[src/rtl/cnn_pkg.sv]
// -----------------------------------------------------------------------------
// cnn_pkg
// Shared types and helpers for the CNN training datapath blocks.
//   err_state_t : control states of the output error unit.
//   fx_one()    : fixed-point value of 1.0 for a given number of fractional bits.
//   idx_width() : bit width needed to index a vector of a given length.
// -----------------------------------------------------------------------------
package cnn_pkg;

    typedef enum logic [1:0] {
        IDLE = 2'd0,
        SCAN = 2'd1,
        DONE = 2'd2
    } err_state_t;

    function automatic int fx_one(input int frac_bits);
        return 1 << frac_bits;
    endfunction

    // A single-entry vector still needs one index bit so the port has a width.
    function automatic int idx_width(input int dim);
        return (dim > 1) ? $clog2(dim) : 1;
    endfunction

endpackage

[src/rtl/sat_sub.sv]
// -----------------------------------------------------------------------------
// sat_sub
// Combinational signed subtraction y = a - b with saturation to the WIDTH-bit
// signed range.
//   i_a [WIDTH] : minuend (signed)
//   i_b [WIDTH] : subtrahend (signed)
//   o_y [WIDTH] : saturated difference (signed)
// -----------------------------------------------------------------------------
module sat_sub #(
    parameter int WIDTH = 16
) (
    input  logic signed [WIDTH-1:0] i_a,
    input  logic signed [WIDTH-1:0] i_b,
    output logic signed [WIDTH-1:0] o_y
);

    localparam logic signed [WIDTH-1:0] MAX_V = {1'b0, {(WIDTH-1){1'b1}}};
    localparam logic signed [WIDTH-1:0] MIN_V = {1'b1, {(WIDTH-1){1'b0}}};

    // One guard bit makes the difference exact; overflow shows as the guard
    // bit disagreeing with the WIDTH-bit sign bit.
    logic signed [WIDTH:0] w_diff;
    logic                  w_ovf;

    assign w_diff = {i_a[WIDTH-1], i_a} - {i_b[WIDTH-1], i_b};
    assign w_ovf  = w_diff[WIDTH] ^ w_diff[WIDTH-1];
    assign o_y    = w_ovf ? (w_diff[WIDTH] ? MIN_V : MAX_V) : w_diff[WIDTH-1:0];

endmodule

[src/rtl/output_error_unit.sv]
// -----------------------------------------------------------------------------
// output_error_unit
// Turns an FCL output vector and a class label into the per-class output
// error (output - one-hot target, saturated), the argmax prediction and
// running accuracy counters. One class element is processed per cycle.
//   clk, reset          : clock, asynchronous active-high reset
//   in_valid / in_ready : input handshake for output_data + label
//   output_data [N]     : FCL outputs (signed WIDTH)
//   label               : true class index
//   out_valid/out_ready : result handshake
//   output_error [N]    : saturated error vector
//   predicted           : argmax index (ties -> lowest index)
//   correct, label_err  : prediction matched / label out of range
//   clear_stats         : synchronous clear of the counters
//   sample_count        : completed samples (saturating)
//   correct_count       : completed samples with correct=1 (saturating)
// -----------------------------------------------------------------------------
module output_error_unit
    import cnn_pkg::*;
#(
    parameter  int WIDTH      = 16,
    parameter  int OUTPUT_DIM = 10,
    parameter  int FRAC_BITS  = 8,
    parameter  int CNT_WIDTH  = 16,
    localparam int IDX_W      = idx_width(OUTPUT_DIM)
) (
    input  logic                    clk,
    input  logic                    reset,
    input  logic                    in_valid,
    output logic                    in_ready,
    input  logic signed [WIDTH-1:0] output_data [OUTPUT_DIM],
    input  logic        [IDX_W-1:0] label,
    output logic                    out_valid,
    input  logic                    out_ready,
    output logic signed [WIDTH-1:0] output_error [OUTPUT_DIM],
    output logic        [IDX_W-1:0] predicted,
    output logic                    correct,
    output logic                    label_err,
    input  logic                    clear_stats,
    output logic    [CNT_WIDTH-1:0] sample_count,
    output logic    [CNT_WIDTH-1:0] correct_count
);

    localparam logic signed [WIDTH-1:0] FX_ONE_V = WIDTH'(fx_one(FRAC_BITS));
    localparam logic signed [WIDTH-1:0] MOST_NEG = {1'b1, {(WIDTH-1){1'b0}}};
    localparam logic        [IDX_W-1:0] LAST_IDX = IDX_W'(OUTPUT_DIM - 1);
    localparam logic        [IDX_W:0]   DIM_EXT  = (IDX_W+1)'(OUTPUT_DIM);

    err_state_t r_state;
    err_state_t w_next_state;

    logic signed [WIDTH-1:0] r_buf [OUTPUT_DIM];
    logic signed [WIDTH-1:0] r_err [OUTPUT_DIM];
    logic        [IDX_W-1:0] r_label;
    logic                    r_label_err;
    logic        [IDX_W-1:0] r_idx;
    logic signed [WIDTH-1:0] r_max;
    logic        [IDX_W-1:0] r_pred;
    logic                    r_correct;
    logic    [CNT_WIDTH-1:0] r_sample_cnt;
    logic    [CNT_WIDTH-1:0] r_correct_cnt;

    logic                    w_accept;
    logic                    w_scan;
    logic                    w_last;
    logic signed [WIDTH-1:0] w_cur;
    logic signed [WIDTH-1:0] w_target;
    logic signed [WIDTH-1:0] w_sat;
    logic                    w_gt;
    logic        [IDX_W-1:0] w_pred_final;
    logic                    w_correct_next;

    // ------------------------------------------------------------------
    // Control FSM
    // ------------------------------------------------------------------
    // NOTE: sequential state uses non-blocking assignments so every flop
    // samples the pre-edge values regardless of block ordering.
    always_ff @(posedge clk or posedge reset) begin
        if (reset) begin
            r_state <= IDLE;
        end else begin
            r_state <= w_next_state;
        end
    end

    // NOTE: every output of this block gets a default first; a path that
    // leaves one unassigned would infer a latch.
    always_comb begin
        w_next_state = r_state;
        in_ready     = 1'b0;
        out_valid    = 1'b0;
        unique case (r_state)
            IDLE: begin
                in_ready = 1'b1;
                if (in_valid) begin
                    w_next_state = SCAN;
                end
            end
            SCAN: begin
                if (w_last) begin
                    w_next_state = DONE;
                end
            end
            DONE: begin
                out_valid = 1'b1;
                if (out_ready) begin
                    w_next_state = IDLE;
                end
            end
            default: w_next_state = IDLE;
        endcase
    end

    assign w_accept = (r_state == IDLE) && in_valid;
    assign w_scan   = (r_state == SCAN);
    assign w_last   = w_scan && (r_idx == LAST_IDX);

    // ------------------------------------------------------------------
    // Per-element datapath
    // ------------------------------------------------------------------
    assign w_cur    = r_buf[r_idx];
    assign w_target = ((r_idx == r_label) && !r_label_err) ? FX_ONE_V : '0;

    sat_sub #(
        .WIDTH (WIDTH)
    ) u_sat_sub (
        .i_a (w_cur),
        .i_b (w_target),
        .o_y (w_sat)
    );

    // Strict compare keeps the earliest index on ties.
    assign w_gt           = (w_cur > r_max);
    assign w_pred_final   = w_gt ? r_idx : r_pred;
    assign w_correct_next = (w_pred_final == r_label) && !r_label_err;

    // NOTE: the input buffer has no reset; it is always loaded on the
    // acceptance edge before any element is read, so resetting it would
    // only cost reset routing.
    always_ff @(posedge clk) begin
        if (w_accept) begin
            r_buf <= output_data;
        end
    end

    always_ff @(posedge clk or posedge reset) begin
        if (reset) begin
            r_label     <= '0;
            r_label_err <= 1'b0;
            r_idx       <= '0;
            r_max       <= MOST_NEG;
            r_pred      <= '0;
            r_correct   <= 1'b0;
            for (int k = 0; k < OUTPUT_DIM; k++) begin
                r_err[k] <= '0;
            end
        end else if (w_accept) begin
            r_label     <= label;
            r_label_err <= ({1'b0, label} >= DIM_EXT);
            r_idx       <= '0;
            r_max       <= MOST_NEG;
            r_pred      <= '0;
        end else if (w_scan) begin
            r_err[r_idx] <= w_sat;
            if (w_gt) begin
                r_max  <= w_cur;
                r_pred <= r_idx;
            end
            if (w_last) begin
                r_idx     <= '0;
                r_correct <= w_correct_next;
            end else begin
                r_idx <= r_idx + 1'b1;
            end
        end
    end

    // ------------------------------------------------------------------
    // Statistics counters: saturating, clear takes priority over the
    // increment that a coinciding final scan edge would cause.
    // ------------------------------------------------------------------
    always_ff @(posedge clk or posedge reset) begin
        if (reset) begin
            r_sample_cnt  <= '0;
            r_correct_cnt <= '0;
        end else if (clear_stats) begin
            r_sample_cnt  <= '0;
            r_correct_cnt <= '0;
        end else if (w_last) begin
            if (r_sample_cnt != '1) begin
                r_sample_cnt <= r_sample_cnt + 1'b1;
            end
            if (w_correct_next && (r_correct_cnt != '1)) begin
                r_correct_cnt <= r_correct_cnt + 1'b1;
            end
        end
    end

    assign output_error  = r_err;
    assign predicted     = r_pred;
    assign correct       = r_correct;
    assign label_err     = r_label_err;
    assign sample_count  = r_sample_cnt;
    assign correct_count = r_correct_cnt;

endmodule

[config.mk]
export PLATFORM = sky130hd
export DESIGN_NAME = output_error_unit
export DESIGN_NICKNAME = d
export VERILOG_FILES = /design/src/rtl/cnn_pkg.sv /design/src/rtl/sat_sub.sv /design/src/rtl/output_error_unit.sv
export SDC_FILE = /design/constraint.sdc
export NUM_CORES = 1
export LEC_CHECK = 0
export ABC_AREA = 1
export CAP_MARGIN = 20
export CORE_UTILIZATION = 25
export CTS_CLUSTER_SIZE = 25
export DETAILED_ROUTE_END_ITERATION = 6
export PLACE_DENSITY = 0.44
export SYNTH_ARGS = -nofsm -noshare
export SYNTH_HDL_FRONTEND = slang
export SYNTH_HIERARCHICAL = 1
export SYNTH_SLANG_ARGS = --single-unit
[constraint.sdc]
create_clock -name clk -period 7.5 [get_ports clk]
set_input_delay 1.125 -clock clk [delete_from_list [all_inputs] [get_ports clk]]
set_output_delay 1.125 -clock clk [all_outputs]
set_load 0.05 [all_outputs]
* Word-level counts from Yosys, hierarchy flattened
Cells that the tools add are included.
** Storage, ports and cells
- Bits in registers :: 384
- Logic and storage cells :: 99
- Input bits :: 169
** Operators by class
- Reduce and logical (&&, ||, !) cells :: 19
- Equality and inequality tests :: 10
- Multiplexer cells :: 30
- Add/sub/neg operators :: 4
- Bitwise operators :: 3
- $lt $le $gt $ge :: 4
** Operators by type and width (number)
- $mux W16 :: 14
- $bwmux W160 :: 1
- $bmux W16 S4 :: 1
- $demux W16 S4 :: 1
- $add A16 B1 Y16 const B :: 2
- $ne A16 B16 Y1 const B :: 2
- $mux W4 :: 6
- $sub A16 B10 Y17 :: 1
- $gt A16 B16 Y1 :: 1
- $reduce_bool A2 Y1 :: 5
- $mux W9 :: 1
- $eq A4 B4 Y1 :: 2
- $reduce_and A2 Y1 :: 4
- $logic_and A1 B1 Y1 :: 6
- $mux W2 :: 3
- $pmux W2 S3 :: 1
- $reduce_and A3 Y1 :: 2
- $ge A5 B5 Y1 const B :: 1
- $lt A5 B1 Y1 const B :: 1
- $not A4 Y5 :: 1
- $add A4 B1 Y4 const B :: 1
- $eq A4 B4 Y1 const B :: 1
- $ge A4 B4 Y1 const B :: 1
- $ne A2 B2 Y1 const B :: 2
- 8 further kinds :: 9

* Logic depth before layout (Yosys ltp)
Gate-level depths: netlist of run 1.
- Word-level depth :: 12
- Mapped depth :: 29
- Depth with buffers taken out :: 26

* Cells and area by module
Netlist of run 1, hierarchy kept.
** Modules (own cells, without submodules)
- output_error_unit :: area an instance 15683.8 um^2, cells an instance 1493, times used 1
- sat_sub :: area an instance 1186.1 um^2, cells an instance 209, times used 1

* Worst setup path after synthesis of run 1
OpenSTA, ideal clock, no wires.
- Kind :: input-to-reg
- Start :: input port in_valid
- End :: register r_max[10]
- Cell stages on the path :: 6
- Path slack :: 1636 ps
- Data arrival time :: 5781 ps
- Setup time :: 83 ps
- Cell sequence :: nand2_1 clkinv_1 nor2_1 inv_1 buf_2 o21ai_0
** On the way
- Cells in the longest elaborated chain, start to end :: 3
- Elaborated cells on any way between the ends :: 5
- Those cells by class :: mux (1); reduce/logical (4)
** Ends and longest elaborated chain
- start: declaration :: line output_error_unit.sv:29 : input logic in_valid,
- $logic_and A1 B1 Y1 (*) :: line output_error_unit.sv:114 : assign w_accept = (r_state == IDLE) && in_valid;
- via w_accept :: line output_error_unit.sv:63 : logic w_accept;
- $reduce_bool A2 Y1 (no source line)
- $reduce_and A2 Y1 (no source line)
- end signal: assignment :: line output_error_unit.sv:166 : r_max <= w_cur;
- end: declaration :: line output_error_unit.sv:57 : logic signed [WIDTH-1:0] r_max;
The timed path passes the listed nets; every way through them passes the cells marked *.
A chain may end at the register's enable or synchronous reset.

* Final worst setup path of run 1
- Start :: register r_idx[1]
- End :: register r_max[9]
** On the way
- Cells in the longest elaborated chain, start to end :: 7
- Elaborated cells on any way between the ends :: 10
- Those cells by class :: order compare (1); mux (6); bitwise (1); reduce/logical (2)
** Ends and longest elaborated chain
- start: declaration :: line output_error_unit.sv:56 : logic [IDX_W-1:0] r_idx;
- start signal: assignment :: line output_error_unit.sv:173 : r_idx <= r_idx + 1'b1;
- $not A4 Y5 (not written as such) :: line output_error_unit.sv:121 : assign w_cur = r_buf[r_idx];
- $bmux W16 S4 :: line output_error_unit.sv:121
- $mux W16 (not written as such) (2 in a row) :: line output_error_unit.sv:121
- via w_cur[3] :: line output_error_unit.sv:66 : logic signed [WIDTH-1:0] w_cur;
- $gt A16 B16 Y1 :: line output_error_unit.sv:133 : assign w_gt = (w_cur > r_max);
- $reduce_bool A2 Y1 (no source line)
- $reduce_and A2 Y1 (no source line)
The timed path passes the listed nets, and every way through them passes these cells. The select of a mux whose other input is x is not followed.

==> results.json, run 1 <==
{
  "outcome": "finished clean",
  "drive_gt1_share_pct": 8.10,
  "io_pins": 369,
  "synth_mux_area_share_pct": 0,
  "crit_path_end": "r_max[9]",
  "grt_overflow": 0,
  "skew_ps": 28.4,
  "r2r_cells": 22,
  "synth_cells": 1702,
  "initial_core_util_pct": 25.5,
  "drt-initial-drc-count": 985,
  "startpoint": "r_idx[1]",
  "synthAdderAreaFrac_pct": 2.94,
  "final_antenna_net_count": 0,
  "synth_most_common_cell": "nand2_1",
  "synth_enable_flop_cells": 160,
  "synth_xor_area_share_pct": 1.25,
  "synth-compound-area-share_pct": 10.8,
  "cp-end-kind": "register",
  "critPathArrivalTime_ps": 5310,
  "ys_dominant_reg_cell": "dfrtp_1",
  "maxCapViolCount": 0,
  "portBuffers": 368,
  "fin_tns_setup_ps": 0,
  "relSlewSlack_pct": 30.7,
  "ys_warn_count": 6,
  "grt_pass1_wl_um": 82200,
  "post-route-period-util_pct": 65.1,
  "clockBufferDepth": 3,
  "cp_max_fo": 43,
  "grt.total_usage_pct": 16.0,
  "r2r-start": "r_idx[1]",
  "synthArstFlopShare_pct": 58.3,
  "synth_top_family_by_area": "simple AND/OR/NAND/NOR gates",
  "cts.clk_slew.worst_paths_ps": 60,
  "cts.sinks": 384,
  "yosysSeqAreaShare_pct": 61.7,
  "grtUsageMet2_pct": 26.3,
  "grt_start_max_net_pins": 88,
  "drv_slew": 0,
  "synth_area_mm2": 0.0169,
  "nets": 2283,
  "via_per_inst": 4.45,
  "synth_cell_types": 52,
  "die_y_um": 262,
  "hold_path.class": "reg2reg",
  "seqCellArea_mm2": 0.0104,
  "area_delta_synth_final_pct": 36.9,
  "antenna_found_initial": 6,
  "worstMarginPinSlew_ps": 1040,
  "finalSetupViolCount": 0,
  "placementRows": 94,
  "place_congestion": 0.830,
  "synth.area.top_cells": "dfrtp_1, edfxtp_1, nand2_1",
  "vias": 13200,
  "dieArea_mm2": 0.0685,
  "max_freq_ghz": 0.205,
  "numCtsBuffers": 44,
  "ctsRootBufferMaster": "clkbuf_16",
  "grt.met3_usage_pct": 3.34,
  "grt_pass1_vias": 13100,
  "htree_levels": 2,
  "routed_wl_um": 55100,
  "rsz0062_at_grt": "no",
  "hold_buffers": 0,
  "fill_cells": 6678,
  "ys_ff_latch": 384,
  "r2r-end": "r_max[9]",
  "synth_top_area_share_pct": 33.1,
  "dr.pass1.iters": 5,
  "clock_latency_ps": 590,
  "final_hold_viol_count": 0,
  "cts_tree": "built",
  "synth_top_cell_by_area": "dfrtp_1",
  "synth_common_cells": "nand2_1, dfrtp_1, nor2_1, o21ai_0, edfxtp_1",
  "startpoint_type": "register",
  "worstSetupPathType": "reg2reg",
  "routedWlPerCell_um": 18.5,
  "critPathRequiredTime_ps": 7920,
  "die_w_um": 262,
  "r2r_slack_ps": 2620,
  "place.detailed.hpwl_um": 40100,
  "cts_resized": 0,
  "fin_crit_ps": 4880,
  "synthSimpleGateAreaFrac_pct": 18.3,
  "core_mm2": 0.0662,
  "grt_util_met1_pct": 21.0,
  "drc": 0,
  "grt_busiest_layer": "met2",
  "multi_input_area_mm2": 0.00569,
  "post-cts-setup-buffer-count": 0,
  "syn_area_per_cell_um2": 9.91
}
## through the flow
step	instance area [um^2]	setup slack [ps]	hold WS, ps	cells	util (%)
global route	23100	2050	507	2976	34.9
finish	23100	2620	484	2976	34.9
detailed placement	21500	2570	472	2890	32.5
floorplan	16900	242	463	1716	-
CTS	23000	2560	489	2971	34.8
global placement	21500	2700	465	2889	32.5
## routing by layer
| metal | wire, um | part of all wire, % |
|---|---|---|
| met5 | 42 | 0.076 |
| met4 | 1380 | 2.5 |
| met3 | 3240 | 5.9 |
| met2 | 26600 | 48 |
| met1 | 23900 | 43 |
## cells by family (layout without fill, tap and decap cells)
| family | after synthesis | after routing |
|---|---|---|
| adders and majority gates | 39 | 39 |
| xor gates and xnor gates | 24 | 24 |
| and+or+nand+nor | 700 | 700 |
| buffers and inverters | 212 | 606 |
| AOI/OAI and AO/OA | 342 | 342 |
| other | 1 | 17 |
| DFF | 384 | 384 |
## final cells by class
type                    instances  share of cell area (%)
well taps                     864                    4.68
clock buffers                  53                    5.00
multi-input cells            1120                    24.6
diodes                          2                  0.0217
flip-flops and latches        384                    45.1
clock inverters                28                    1.46
repair buffers                388                    16.8
inverters                     137                    2.28
## worst min path at each step
stage	from	to	slack, ps	cells past startpoint
2_1_floorplan	r_max[15]	r_max[15]	460	2
3_3_place_gp	output_error[136]	output_error[136]	470	2
3_5_place_dp	output_error[99]	output_error[99]	470	2
4_1_cts	output_error[99]	output_error[99]	490	2
5_1_grt	output_error[125]	output_error[125]	510	2
6_report	output_error[121]	output_error[121]	480	2
## worst max-delay path, cell delays in order (launching register included)
cell     delay, ps
dfrtp_1        350
buf_4          280
inv_1          660
buf_4          320
o21ai_0        110
o22ai_1        190
nand2_1         80
nand3_1        250
ha_1           300
nand2_1         90
inv_1           40
nand2_1         50
nand2_1         60
nand2_1         60
nand2_1         50
nand2_1         80
nand2_1         70
nand2_2        130
nand3_2        280
nor2_2         610
nor2_1         160
inv_1          350
o21ai_0        140
## registers in the layout, indices dropped and copies added (netlist names)
signal,flops
correct,1
correct_count,16
label_err,1
output_error,160
predicted,4
r_buf,160
r_idx,4
r_label,4
r_max,16
r_state,2
sample_count,16
## layout by cell type, fill, tap and decap left out, drive strengths merged, types with 3 or more instances in the layout
| cell | instances |
|---|---|
| dfrtp | 223 |
| nand2 | 360 |
| xnor2 | 4 |
| clkbuf | 54 |
| nor3 | 22 |
| a21oi | 128 |
| xor2 | 20 |
| nand4 | 32 |
| o21ai | 167 |
| conb | 15 |
| clkinvlp | 3 |
| buf | 19 |
| nor2 | 210 |
| edfxtp | 160 |
| clkdlybuf4s50 | 368 |
| clkinv | 35 |
| nand3 | 67 |
| ha | 38 |
| bufinv | 6 |
| inv | 121 |
| o22ai | 36 |
Power of run 1 is not shown: default switching activity piles up to over one toggle a cycle in this logic, so the estimate is an artifact.
==> run 2, diff against run 1 <==
--- a/config.mk
+++ b/config.mk
@@ -10,7 +10,7 @@
 export CORE_UTILIZATION = 25
 export CTS_CLUSTER_SIZE = 25
 export DETAILED_ROUTE_END_ITERATION = 6
-export PLACE_DENSITY = 0.44
+export PLACE_DENSITY = 0.42
 export SYNTH_ARGS = -nofsm -noshare
 export SYNTH_HDL_FRONTEND = slang
 export SYNTH_HIERARCHICAL = 1
==> constraint.sdc (replaced) <==
create_clock -name clk -period 4.75 [get_ports clk]
set_input_delay 0.7125 -clock clk [delete_from_list [all_inputs] [get_ports clk]]
set_output_delay 0.7125 -clock clk [all_outputs]
set_load 0.05 [all_outputs]
==> run 2 against run 1 <==
  * Via count decreased by 0.28%
  * Worst hold slack worse by 130 ps
  * Cell count increased by 0.47%
  * Critical path depth shrank 2
  * Global-route usage up 0.52 points
  * First-iteration DRC count fell by 9.2%
  * Final area is 0.41% higher
  * Maximum frequency grew 14%
==> results.json, run 2 (synthesized netlist as in run 1, its figures left out) <==
{
  "numCtsBuffers": 46,
  "portBuffers": 368,
  "grt_util_met1_pct": 21.3,
  "postLayoutCellArea_mm2": 0.0232,
  "grt.met3_usage_pct": 3.18,
  "dieArea_mm2": 0.0685,
  "fin_crit_ps": 4300,
  "r2r_cells": 20,
  "die_y_um": 262,
  "grtUsageMet2_pct": 28.0,
  "dp.cells": 2904,
  "fin_tns_setup_ps": 0,
  "grt_busiest_layer": "met2",
  "finalSetupViolCount": 0,
  "max_freq_ghz": 0.233,
  "grt_pass1_vias": 13400,
  "startpoint_type": "register",
  "dr.pass1.iters": 5,
  "grt_pass1_wl_um": 84600,
  "drc": 0,
  "whs_ps": 354,
  "die_w_um": 262,
  "worstMarginPinSlew_ps": 861,
  "routed_wl_um": 56900,
  "r2r-end": "correct_count[4]",
  "initial_core_util_pct": 25.5,
  "final_common_cell": "clkdlybuf4s50_1",
  "crit_path_end": "correct_count[4]",
  "drt-initial-drc-count": 894,
  "drive_gt1_share_pct": 8.37,
  "final_antenna_net_count": 0,
  "drv_slew": 0,
  "io_pins": 369,
  "hold_path.class": "in2async",
  "ctsRootBufferMaster": "clkbuf_16",
  "post-route-period-util_pct": 90.5,
  "area_delta_synth_final_pct": 37.5,
  "placed_area_mm2": 0.0217,
  "via_per_inst": 4.41,
  "critPathRequiredTime_ps": 5200,
  "worstSetupPathType": "reg2reg",
  "clockBufferDepth": 3,
  "skew_ps": 32.3,
  "core_mm2": 0.0662,
  "cp_max_fo": 27,
  "startpoint": "r_idx[0]",
  "place.detailed.hpwl_um": 41600,
  "grt_start_max_net_pins": 144,
  "post-cts-setup-buffer-count": 0,
  "routedWlPerCell_um": 19.0,
  "antenna_cells": 0,
  "antenna_found_initial": 1,
  "placementRows": 94,
  "r2r-start": "r_idx[0]",
  "cts_tree": "built",
  "final_cell_mix": "clkdlybuf4s50_1, nand2_1, dfrtp_1",
  "relSlewSlack_pct": 42.6,
  "nets": 2297,
  "cts.clk_slew.worst_paths_ps": 60,
  "grt.total_usage_pct": 16.5,
  "htree_levels": 2,
  "place_congestion": 0.817,
  "critPathArrivalTime_ps": 4750,
  "r2r_slack_ps": 450,
  "maxCapViolCount": 0,
  "vias": 13200,
  "grt_overflow": 0,
  "final_hold_viol_count": 0,
  "fin_cells": 2990,
  "clock_latency_ps": 590,
  "outcome": "finished clean",
  "cp-end-kind": "register",
  "cts.sinks": 384,
  "rsz0062_at_grt": "no"
}
-- run 2: layout make-up --
class	instances	area (um^2)
well taps	864	1080
clock inverters	24	203
fillers	6780	43000
flip-flops and latches	384	10400
clock buffers	61	1260
repair buffers	400	4010
multi-input cells	1120	5700
inverters	137	527
-- run 2: worst max-delay path: stages, from the launching register on --
cell and delay, ps:
dfrtp_2 430, inv_2 200, buf_4 330, o21ai_0 120, o22ai_1 310, nand2_1 110, nand3_1 220, ha_1 290
a21o_1 180, nor2_1 90, nand2_1 60, nand2_1 80, nand2_1 70, nand2_2 140, nand3_2 300, o21ai_2 250
nand2_1 70, nand2_1 310, nand4_4 330, nand3_1 180, nand2_1 70
-- run 2: routing by layer --
layer	up-vias	share of wire [%]
met4	2	2.6
met3	67	5.2
li1	6488	-
met1	6278	44
met2	364	48
met5	-	0.019
-- run 2: worst min path at each step --
stage	slack, ps	endpoint	cells past startpoint
6_report	350	output_error[104]	2
3_5_place_dp	470	output_error[4]	2
4_1_cts	320	output_error[104]	2
2_1_floorplan	460	r_max[15]	2
5_1_grt	360	output_error[104]	2
3_3_place_gp	460	output_error[101]	2
-- run 2: what timing repair did --
| action | in CTS | in global routing |
|---|---|---|
| hold endpoints to repair | 0 | 0 |
| gates resized for setup | 0 | 3 |
| setup endpoints to repair | 0 | 16 |
| hold buffers | 0 | 0 |
-- run 2: through the flow --
stage | util (%) | setup slack [ps]
after floorplan | - | 1110
after global placement | 32.7 | 361
after detailed placement | 32.8 | 321
after CTS | 35.0 | 296
after global routing | 35.0 | 0.768
final | 35.0 | 449
Power of run 2 is left out for the same reason.
==> run 3, diff against run 2 <==
--- a/config.mk
+++ b/config.mk
@@ -7,10 +7,11 @@
 export LEC_CHECK = 0
 export ABC_AREA = 1
 export CAP_MARGIN = 20
-export CORE_UTILIZATION = 25
+export CORE_MARGIN = 2
+export CORE_UTILIZATION = 51
 export CTS_CLUSTER_SIZE = 25
 export DETAILED_ROUTE_END_ITERATION = 6
-export PLACE_DENSITY = 0.42
+export PLACE_DENSITY = 0.88
 export SYNTH_ARGS = -nofsm -noshare
 export SYNTH_HDL_FRONTEND = slang
 export SYNTH_HIERARCHICAL = 1
==> run 3 against run 2 <==
  * Clock skew fell by 8.9 ps
  * Global-route usage up 13 points
  * Via count up 8.8%
  * Die area is 50% lower
  * Non-clock buffer count down 7
  * Cell count fell by 15%
  * First-iteration DRC count increased by 48%
  * Maximum frequency decreased by 1.5%
  * Register-to-register slack got worse by 70 ps
  * Core utilization increased by 34 points
  * Clock-buffer cell count down 6
==> results.json, run 3 (synthesized netlist as in run 1, its figures left out) <==
{
  "htree_levels": 2,
  "final_hold_viol_count": 0,
  "hold_buffers": 0,
  "nets": 2284,
  "rsz0062_at_grt": "no",
  "die_w_um": 186,
  "post-cts-setup-buffer-count": 0,
  "routed_wl_um": 50600,
  "dr.pass1.iters": 6,
  "clockBufferDepth": 3,
  "grt_start_max_net_pins": 118,
  "fin_tns_setup_ps": 0,
  "hold_path.class": "in2async",
  "drc": 0,
  "finalCoreUtilization_pct": 69.3,
  "clock_latency_ps": 550,
  "ctsRootBufferMaster": "clkbuf_16",
  "placementRows": 66,
  "drv_slew": 0,
  "worstSetupPathType": "reg2reg",
  "post-route-period-util_pct": 92.0,
  "drt-initial-drc-count": 1323,
  "initial_core_util_pct": 51.8,
  "antenna_found_initial": 0,
  "place_congestion": 0.968,
  "relSlewSlack_pct": 30.5,
  "grt.total_usage_pct": 29.2,
  "maxCapViolCount": 0,
  "skew_ps": 23.5,
  "place.detailed.hpwl_um": 35400,
  "postLayoutCellArea_mm2": 0.0226,
  "area_delta_synth_final_pct": 33.7,
  "placed_area_mm2": 0.0211,
  "cts.clk_slew.worst_paths_ps": 60,
  "fin_crit_ps": 4370,
  "max_freq_ghz": 0.229,
  "cts.sinks": 384,
  "dieArea_mm2": 0.0345,
  "finalSetupViolCount": 0,
  "io_pins": 369,
  "critPathArrivalTime_ps": 4740,
  "vias": 14400,
  "worstMarginPinSlew_ps": 1040,
  "grt_pass1_vias": 14100,
  "antenna_cells": 0,
  "die_y_um": 186,
  "outcome": "finished clean",
  "via_per_inst": 5.63,
  "routedWlPerCell_um": 19.9,
  "grt_pass1_wl_um": 77100,
  "cp_max_fo": 38,
  "grt_overflow": 0,
  "startpoint_type": "register",
  "critPathRequiredTime_ps": 5120,
  "cts_resized": 0,
  "numCtsBuffers": 40,
  "drive_gt1_share_pct": 8.02,
  "portBuffers": 368,
  "cts_tree": "built",
  "final_common_cell": "clkdlybuf4s50_1",
  "core_mm2": 0.0325,
  "final_cell_mix": "clkdlybuf4s50_1, nand2_1, dfrtp_1",
  "final_antenna_net_count": 0,
  "cp-end-kind": "register",
  "whs_ps": 416
}
run 3: cell count changes in the layout (fill, tap and decap cells not counted), moves of 3 or more:
cell	previous run	this run
clkinv_1	29	18
buf_4	25	13
clkbuf_16	47	42
bufinv_16	2	5
buf_8	1	5
run 3: per-stage QoR:
step	worst slack (ps)	cells
2_1_floorplan	1110	1716
3_3_place_gp	791	2468
3_5_place_dp	662	2469
4_1_cts	532	2542
5_1_grt	84.1	2549
6_report	381	2549
run 3: layout make-up:
type                       instances  area, um^2
clock buffer                      55        1140
clock inverter                    18         245
fill                            2246        9980
inverter                         137         523
multi-input combinational       1120        5690
sequential                       384       10400
tap                              442         553
timing repair buffer             393        4000
run 3: worst paths after layout:
| check | start | endpoint | slack, ps | cells after the start |
|---|---|---|---|---|
| max | r_idx[0] | r_max[11] | 380 | 20 |
| min | reset | output_error[101] | 420 | 2 |
| max reg2reg | r_idx[0] | r_max[11] | 380 | 20 |
| min reg2reg | output_error[111] | output_error[111] | 490 | 2 |
| max in group asynchronous | reset | r_idx[0] | 3160 | 4 |
| min in group clk | output_error[111] | output_error[111] | 490 | 2 |
run 3: per-layer routing:
layer | up-vias | part of all wire, % | track usage (%)
li1 | 6445 | - | -
met1 | 6867 | 37 | 36.5
met2 | 887 | 49 | 48.9
met3 | 157 | 8.7 | 5.30
met4 | 0 | 5.4 | 14.8
met5 | - | 0 | 0
run 3: worst max-delay path: stages (launching register included):
cell	delay, ps
dfrtp_2	430
inv_2	480
buf_12	250
o21ai_0	120
o22ai_1	200
nand2_1	90
nand3_1	190
ha_1	300
a21oi_1	200
nor2_1	60
nor2_1	110
nand2_1	70
nand2_1	100
nand2_1	80
nand2_2	140
nand3_2	280
nor2_2	160
buf_4	230
nor2_1	100
inv_1	360
o21ai_0	230
Power of run 3 is left out for the same reason.
